===== src/rtl/cdf_lut_mapper_if.sv =====
// CDF RAM read port and LUT RAM write port used by the CDF-to-LUT mapper.
// master: the mapper (issues reads, writes LUT); slave: the RAM side.
interface cdf_lut_mapper_if #(
  parameter int ADDR_W = 8,
  parameter int CDF_W  = 20,
  parameter int OUT_W  = 8
);
  logic              rd_en;
  logic [ADDR_W-1:0] rd_addr;
  logic [CDF_W-1:0]  rd_data;
  logic              lut_we;
  logic [ADDR_W-1:0] lut_addr;
  logic [OUT_W-1:0]  lut_data;

  modport master (
    output rd_en, rd_addr, lut_we, lut_addr, lut_data,
    input  rd_data
  );

  modport slave (
    input  rd_en, rd_addr, lut_we, lut_addr, lut_data,
    output rd_data
  );
endinterface


===== src/rtl/cdf_lut_mapper.sv =====
// CDF-to-LUT mapper: walks every CDF bin, computes
// round((cdf - cdf_min) * 255 / (pixel_total - cdf_min)) with a restoring
// divider (one quotient bit per cycle) and writes the result into LUT RAM.
module cdf_lut_mapper #(
  parameter int ADDR_W = 8,
  parameter int CDF_W  = 20,
  parameter int OUT_W  = 8
) (
  input  logic                 clock,
  input  logic                 reset_n,
  input  logic                 start,
  input  logic [CDF_W-1:0]     cdf_min,
  input  logic [CDF_W-1:0]     pixel_total,
  cdf_lut_mapper_if.master     bus,
  output logic                 busy,
  output logic                 done,
  output logic                 degenerate
);

  localparam int NUM_W = CDF_W + OUT_W;
  localparam int CNT_W = $clog2(OUT_W + 1);

  typedef enum logic [2:0] {
    IDLE = 3'd0,
    RD   = 3'd1,
    LD   = 3'd2,
    DIV  = 3'd3,
    WR   = 3'd4,
    DONE = 3'd5
  } state_t;

  state_t state_q, state_d;

  logic [ADDR_W-1:0] bin_q, bin_d;
  logic [CDF_W-1:0]  cmin_q, cmin_d;
  logic [CDF_W-1:0]  ptot_q, ptot_d;
  logic [CDF_W-1:0]  den_q, den_d;
  logic [CDF_W-1:0]  rem_q, rem_d;      // partial remainder, always < den
  logic [OUT_W-1:0]  quo_q, quo_d;      // low dividend bits shift out, quotient bits shift in
  logic [CNT_W-1:0]  cnt_q, cnt_d;
  logic [OUT_W-1:0]  result_q, result_d;

  logic              rd_en_q, rd_en_d;
  logic [ADDR_W-1:0] rd_addr_q, rd_addr_d;
  logic              lut_we_q, lut_we_d;
  logic [ADDR_W-1:0] lut_addr_q, lut_addr_d;
  logic [OUT_W-1:0]  lut_data_q, lut_data_d;
  logic              busy_q, busy_d;
  logic              done_q, done_d;
  logic              degen_q, degen_d;

  logic [CDF_W:0]    trial_s;
  logic [CDF_W-1:0]  diff_s;
  logic [NUM_W-1:0]  diff_ext_s;
  logic [NUM_W-1:0]  num_s;

  // Next-state, datapath and registered-output next values.
  always_comb begin
    state_d  = state_q;
    bin_d    = bin_q;
    cmin_d   = cmin_q;
    ptot_d   = ptot_q;
    den_d    = den_q;
    rem_d    = rem_q;
    quo_d    = quo_q;
    cnt_d    = cnt_q;
    result_d = result_q;
    degen_d  = degen_q;

    trial_s    = {rem_q, quo_q[OUT_W-1]};
    diff_s     = bus.rd_data - cmin_q;
    diff_ext_s = NUM_W'(diff_s);
    // diff*255 + den/2, rounding half-up once divided by den
    num_s      = (diff_ext_s << OUT_W) - diff_ext_s + NUM_W'(den_q >> 1);

    case (state_q)
      IDLE: begin
        if (start) begin
          cmin_d = cdf_min;
          ptot_d = pixel_total;
          if (pixel_total <= cdf_min) begin
            den_d   = {CDF_W{1'b0}};
            degen_d = 1'b1;
          end else begin
            den_d   = pixel_total - cdf_min;
            degen_d = 1'b0;
          end
          bin_d   = {ADDR_W{1'b0}};
          state_d = RD;
        end else begin
          state_d = IDLE;
        end
      end
      RD: begin
        state_d = LD;
      end
      LD: begin
        if (den_q == {CDF_W{1'b0}}) begin
          result_d = OUT_W'(bin_q);
          state_d  = WR;
        end else if (bus.rd_data <= cmin_q) begin
          result_d = {OUT_W{1'b0}};
          state_d  = WR;
        end else if (bus.rd_data >= ptot_q) begin
          result_d = {OUT_W{1'b1}};
          state_d  = WR;
        end else begin
          // num < 256*den, so the top CDF_W bits already form a remainder < den
          rem_d   = num_s[NUM_W-1:OUT_W];
          quo_d   = num_s[OUT_W-1:0];
          cnt_d   = {CNT_W{1'b0}};
          state_d = DIV;
        end
      end
      DIV: begin
        if (trial_s >= {1'b0, den_q}) begin
          rem_d = CDF_W'(trial_s - {1'b0, den_q});
          quo_d = {quo_q[OUT_W-2:0], 1'b1};
        end else begin
          rem_d = trial_s[CDF_W-1:0];
          quo_d = {quo_q[OUT_W-2:0], 1'b0};
        end
        cnt_d = cnt_q + CNT_W'(1);
        if (cnt_q == CNT_W'(OUT_W - 1)) begin
          result_d = quo_d;
          state_d  = WR;
        end else begin
          state_d  = DIV;
        end
      end
      WR: begin
        if (bin_q == {ADDR_W{1'b1}}) begin
          state_d = DONE;
        end else begin
          bin_d   = bin_q + ADDR_W'(1);
          state_d = RD;
        end
      end
      DONE: begin
        state_d = IDLE;
      end
      default: begin
        state_d = IDLE;
      end
    endcase

    // Outputs are registered from the next state so they line up with it.
    rd_en_d    = (state_d == RD);
    rd_addr_d  = (state_d == RD) ? bin_d : rd_addr_q;
    lut_we_d   = (state_d == WR);
    lut_addr_d = (state_d == WR) ? bin_d : lut_addr_q;
    lut_data_d = (state_d == WR) ? result_d : lut_data_q;
    busy_d     = (state_d != IDLE);
    done_d     = (state_d == DONE);
  end

  // State, datapath and output registers with asynchronous clear.
  always_ff @(posedge clock or negedge reset_n) begin
    if (!reset_n) begin
      state_q    <= IDLE;
      bin_q      <= {ADDR_W{1'b0}};
      cmin_q     <= {CDF_W{1'b0}};
      ptot_q     <= {CDF_W{1'b0}};
      den_q      <= {CDF_W{1'b0}};
      rem_q      <= {CDF_W{1'b0}};
      quo_q      <= {OUT_W{1'b0}};
      cnt_q      <= {CNT_W{1'b0}};
      result_q   <= {OUT_W{1'b0}};
      rd_en_q    <= 1'b0;
      rd_addr_q  <= {ADDR_W{1'b0}};
      lut_we_q   <= 1'b0;
      lut_addr_q <= {ADDR_W{1'b0}};
      lut_data_q <= {OUT_W{1'b0}};
      busy_q     <= 1'b0;
      done_q     <= 1'b0;
      degen_q    <= 1'b0;
    end else begin
      state_q    <= state_d;
      bin_q      <= bin_d;
      cmin_q     <= cmin_d;
      ptot_q     <= ptot_d;
      den_q      <= den_d;
      rem_q      <= rem_d;
      quo_q      <= quo_d;
      cnt_q      <= cnt_d;
      result_q   <= result_d;
      rd_en_q    <= rd_en_d;
      rd_addr_q  <= rd_addr_d;
      lut_we_q   <= lut_we_d;
      lut_addr_q <= lut_addr_d;
      lut_data_q <= lut_data_d;
      busy_q     <= busy_d;
      done_q     <= done_d;
      degen_q    <= degen_d;
    end
  end

  assign bus.rd_en    = rd_en_q;
  assign bus.rd_addr  = rd_addr_q;
  assign bus.lut_we   = lut_we_q;
  assign bus.lut_addr = lut_addr_q;
  assign bus.lut_data = lut_data_q;
  assign busy         = busy_q;
  assign done         = done_q;
  assign degenerate   = degen_q;

endmodule


===== src/flat_wrapper.sv =====
// flat-port wrapper written by rule: the top's interface ports become plain ports
module cdf_lut_mapper_flat 
#(
  parameter int ADDR_W = 8,
  parameter int CDF_W  = 20,
  parameter int OUT_W  = 8
)
  (clock, reset_n, start, cdf_min, pixel_total, busy, done, degenerate, bus_rd_en, bus_rd_addr, bus_lut_we, bus_lut_addr, bus_lut_data, bus_rd_data);
  cdf_lut_mapper_if #(.ADDR_W(ADDR_W), .CDF_W(CDF_W), .OUT_W(OUT_W)) bus_i ();
  input  logic clock;
  input  logic reset_n;
  input  logic start;
  input  logic [CDF_W-1:0] cdf_min;
  input  logic [CDF_W-1:0] pixel_total;
  output logic busy;
  output logic done;
  output logic degenerate;
  output wire logic [$bits(bus_i.rd_en)-1:0] bus_rd_en;
  output wire logic [$bits(bus_i.rd_addr)-1:0] bus_rd_addr;
  output wire logic [$bits(bus_i.lut_we)-1:0] bus_lut_we;
  output wire logic [$bits(bus_i.lut_addr)-1:0] bus_lut_addr;
  output wire logic [$bits(bus_i.lut_data)-1:0] bus_lut_data;
  input wire logic [$bits(bus_i.rd_data)-1:0] bus_rd_data;
  assign bus_rd_en = bus_i.rd_en;
  assign bus_rd_addr = bus_i.rd_addr;
  assign bus_lut_we = bus_i.lut_we;
  assign bus_lut_addr = bus_i.lut_addr;
  assign bus_lut_data = bus_i.lut_data;
  assign bus_i.rd_data = bus_rd_data;
  cdf_lut_mapper #(.ADDR_W(ADDR_W), .CDF_W(CDF_W), .OUT_W(OUT_W)) u_core (.clock(clock), .reset_n(reset_n), .start(start), .cdf_min(cdf_min), .pixel_total(pixel_total), .bus(bus_i), .busy(busy), .done(done), .degenerate(degenerate));
endmodule

===== config.mk =====
export PLATFORM = sky130hd
export DESIGN_NAME = cdf_lut_mapper_flat
export DESIGN_NICKNAME = d
export VERILOG_FILES = /design/src/rtl/cdf_lut_mapper_if.sv /design/src/rtl/cdf_lut_mapper.sv /design/src/flat_wrapper.sv
export SDC_FILE = /design/constraint.sdc
export NUM_CORES = 1
export LEC_CHECK = 0
export ABC_AREA = 0
export BUFFER_PORTS_ARGS = -buffer_cell sky130_fd_sc_hd__buf_4
export CORE_UTILIZATION = 58
export CTS_BUF_LIST = sky130_fd_sc_hd__clkbuf_8
export DETAILED_ROUTE_END_ITERATION = 10
export PLACE_DENSITY = 0.76
export SYNTH_ARGS = -nofsm -noshare
export SYNTH_HDL_FRONTEND = slang
export SYNTH_SLANG_ARGS = --single-unit

===== constraint.sdc =====
create_clock -name clock -period 9.93 [get_ports clock]
set_input_delay 2.979 -clock clock [delete_from_list [all_inputs] [get_ports clock]]
set_output_delay 2.979 -clock clock [all_outputs]
set_load 0.01 [all_outputs]

==> results by group <==
Detailed routing
  • Routed Antenna Nets: 0
  • 1st-iter DRT viols: 802
  • Drt first pass iters: 5
  • Wirelength per Cell: 17.8 um
  • Vias: 9667
  • Via density: 6.00
  • DRC Markers: 0
  • WL final: 28.6 mm

Synth
  • Syn Nets: 1484
  • Synth Cell Area: 11000 um^2
  • YS warnings: 0
  • Register bit total from synthesis: 140
  • Asr flop ratio synth: 100%
  • Post-synth EDFFs: 0
  • Synth Instances: 1291
  • Synth cell types: 74
  • Synth Flop Type: dfrtp_1
  • Yosys top cell area share: 31.9%
  • Area contributors post-synth: dfrtp_1, ha_1, o21ai_0
  • Register area share after synthesis: 31.9%
  • Avg Cell Area, Syn: 8.50 um^2
  • Cell taking the most area after synthesis: dfrtp_1

Critical path
  • WP data arrival: 8.52 ns
  • Req. time, crit path: 10.31 ns
  • Critical Setup Path Class: input pin to flop
  • Worst setup SP type: input pin
  • Critical Path Source: bus_rd_data[0]
  • CP Capture Type: flop
  • Peak fanout along the critical path: 6
  • R2r startpoint: u_core.cmin_q[2]

Hold path
  • Hold wc startpoint: u_core.bus.lut_addr[6]
  • Min-Delay Path Class: flop to flop

Floorplanning
  • Die area: 19500 um^2
  • Top Ports: 92
  • Die Y: 140 um
  • Effective utilization at floorplan: 60.0%
  • Core area: 18300 um^2
  • Row cnt: 49
  • Die X-Extent: 140 um

CTS
  • Clk slew on worst S/H paths: 0.10 ns
  • H-tree levels: 4
  • Clock Sinks: 140
  • TritonCTS clock tree: built
  • Total CTS buffers: 17
  • Root buf cell: clkbuf_8
  • Max Root-Sink Buffers: 2
  • Skew-Pair Late Insertion Delay: 0.47 ns
  • Post-CTS Setup Bufs: 0
  • CTS hold repair buffers: 0
  • PostCTS Resize Cnt: 0

Timing
  • Tcrit/Tclk final: 82.0%
  • Sum Neg Setup Slack: 0 ns
  • Final Hold Viols: 0
  • Max Fclk: 0.123 GHz
  • Post-route minimum period: 8.15 ns
  • Pins Over Slew Limit: 0
  • RSZ-0062 raised after global routing: no
  • Final setup violation count: 0
  • Max transition margin: 32.4%
  • Worst-Margin Slew: 1.01 ns
  • Setup Skew: 0.0133 ns

Cells and area
  • Area Overhead vs Synth: 11.9%
  • Multi-input gate area: 6840 um^2
  • Layout fillers: 1550
  • Register area: 3500 um^2
  • Layout cells sized above 1: 12.1%
  • Layout Nets: 1562
  • # diodes: 0
  • End-of-flow core utilization: 67.2%
  • Most frequent cells in the layout: nand2_1, dfrtp_1, inv_1
  • Commonest non-fill, non-tap cell in the layout: nand2_1

Place
  • HPWL after detailed placement: 22.3 mm
  • Gp weighted congestion: 0.953
  • I/O Buffers: 91

GRT
  • Largest net degree at the start of global routing: 98
  • Met3 usage: 4.51%
  • GRT overflow: 0
  • GRT Total Usage: 30.4%
  • GR Util met1: 44.4%
  • Vias in the first global route: 9110
  • Global-route wire length before repair: 46.5 mm
  • GRT busiest layer: met2
  • Grt met2 use: 46.6%
  • Initial antenna violation count: 0

Flow run
  • Max_cap viols: 0

Status
  • Status: finished clean
[registers in the layout (all words and copies together), names as in the netlist, 3 cells and up]
register             cells
u_core.bin_q             8
u_core.bus.lut_addr      8
u_core.bus.lut_data      8
u_core.bus.rd_addr       8
u_core.cmin_q           20
u_core.cnt_q             4
u_core.den_q            20
u_core.ptot_q           20
u_core.quo_q             8
u_core.rem_q            20
u_core.result_q          8
u_core.state_q           3
[layer usage]
metal  vias up  wire, um
li1       4724         -
met1      4594     13700
met2       310     12700
met3        39      1660
met4         0       537
met5         -         0
[synthesized netlist by cell type (19+ instances only)]
cell type	count
inv_1	129
clkbuf_1	22
nand3_1	27
ha_1	117
o21ai_0	124
xnor2_1	40
a21oi_1	96
nand2b_1	19
nand2_1	144
a21o_1	39
dfrtp_1	140
xor2_1	24
nor2_1	72
[final timing paths]
path,to,slack [ns],cells after the start
max in group asynchronous,u_core.bus.lut_data[4],6.02,2
max reg2reg,u_core.rem_q[19],4.07,23
max,u_core.rem_q[19],1.78,25
min reg2reg,u_core.bus.lut_addr[6],0.49,2
min,u_core.bus.lut_addr[6],0.49,2
min in group asynchronous,u_core.ptot_q[16],2.46,1
[cell type report]
cell class              count  share of cell area, %
multi-input cells         983                   55.7
flip-flops and latches    140                   28.5
repair buffers             97                   5.96
inverters                 130                   3.98
well taps                 229                   2.33
clock buffers              17                   1.91
clock inverters            15                   1.54
[per-stage QoR]
step | hold slack (ns) | area (um^2) | cells | setup WS [ns]
CTS | 0.490 | 12300 | 1611 | 1.86
global placement | 0.464 | 11800 | 1579 | 1.65
global route | 0.517 | 12300 | 1611 | 1.56
floorplan | 0.449 | 11000 | 1291 | 2.27
finish | 0.485 | 12300 | 1611 | 1.78
detailed placement | 0.466 | 11800 | 1579 | 1.40
[logic make-up (layout without fill, tap and decap cells)]
family | after synthesis | after routing | synth area share (%)
multiplexers | 22 | 22 | 2.19
XOR/XNOR | 68 | 68 | 5.70
AO/OA/AOI/OAI | 400 | 400 | 23.0
adder cells (fa/ha/maj) | 130 | 130 | 15.7
flip-flops | 140 | 140 | 31.9
AND/OR/NAND/NOR | 363 | 363 | 15.6
buffers and inverters | 168 | 259 | 5.91
[critical path: stages]
cell and delay [ns]:
buf_4 0.11, inv_1 0.08, ha_1 0.19, fa_1 0.23, nor2b_1 0.07, o31a_1 0.31, o31ai_1 0.41, o21bai_1 0.11
a21oi_1 0.25, o21ai_1 0.15, a21o_1 0.20, a21o_1 0.18, xor2_1 0.32, fa_1 0.48, inv_1 0.07, ha_1 0.29
nand4_1 0.14, nor3_1 0.08, nor4bb_1 0.14, a311oi_1 0.46, a31oi_1 0.19, o41ai_2 0.38, mux2_4 0.34, xor2_1 0.15
o311ai_2 0.21
Power is not shown: default switching activity piles up to over one toggle a cycle in this logic, so the estimate is an artifact.
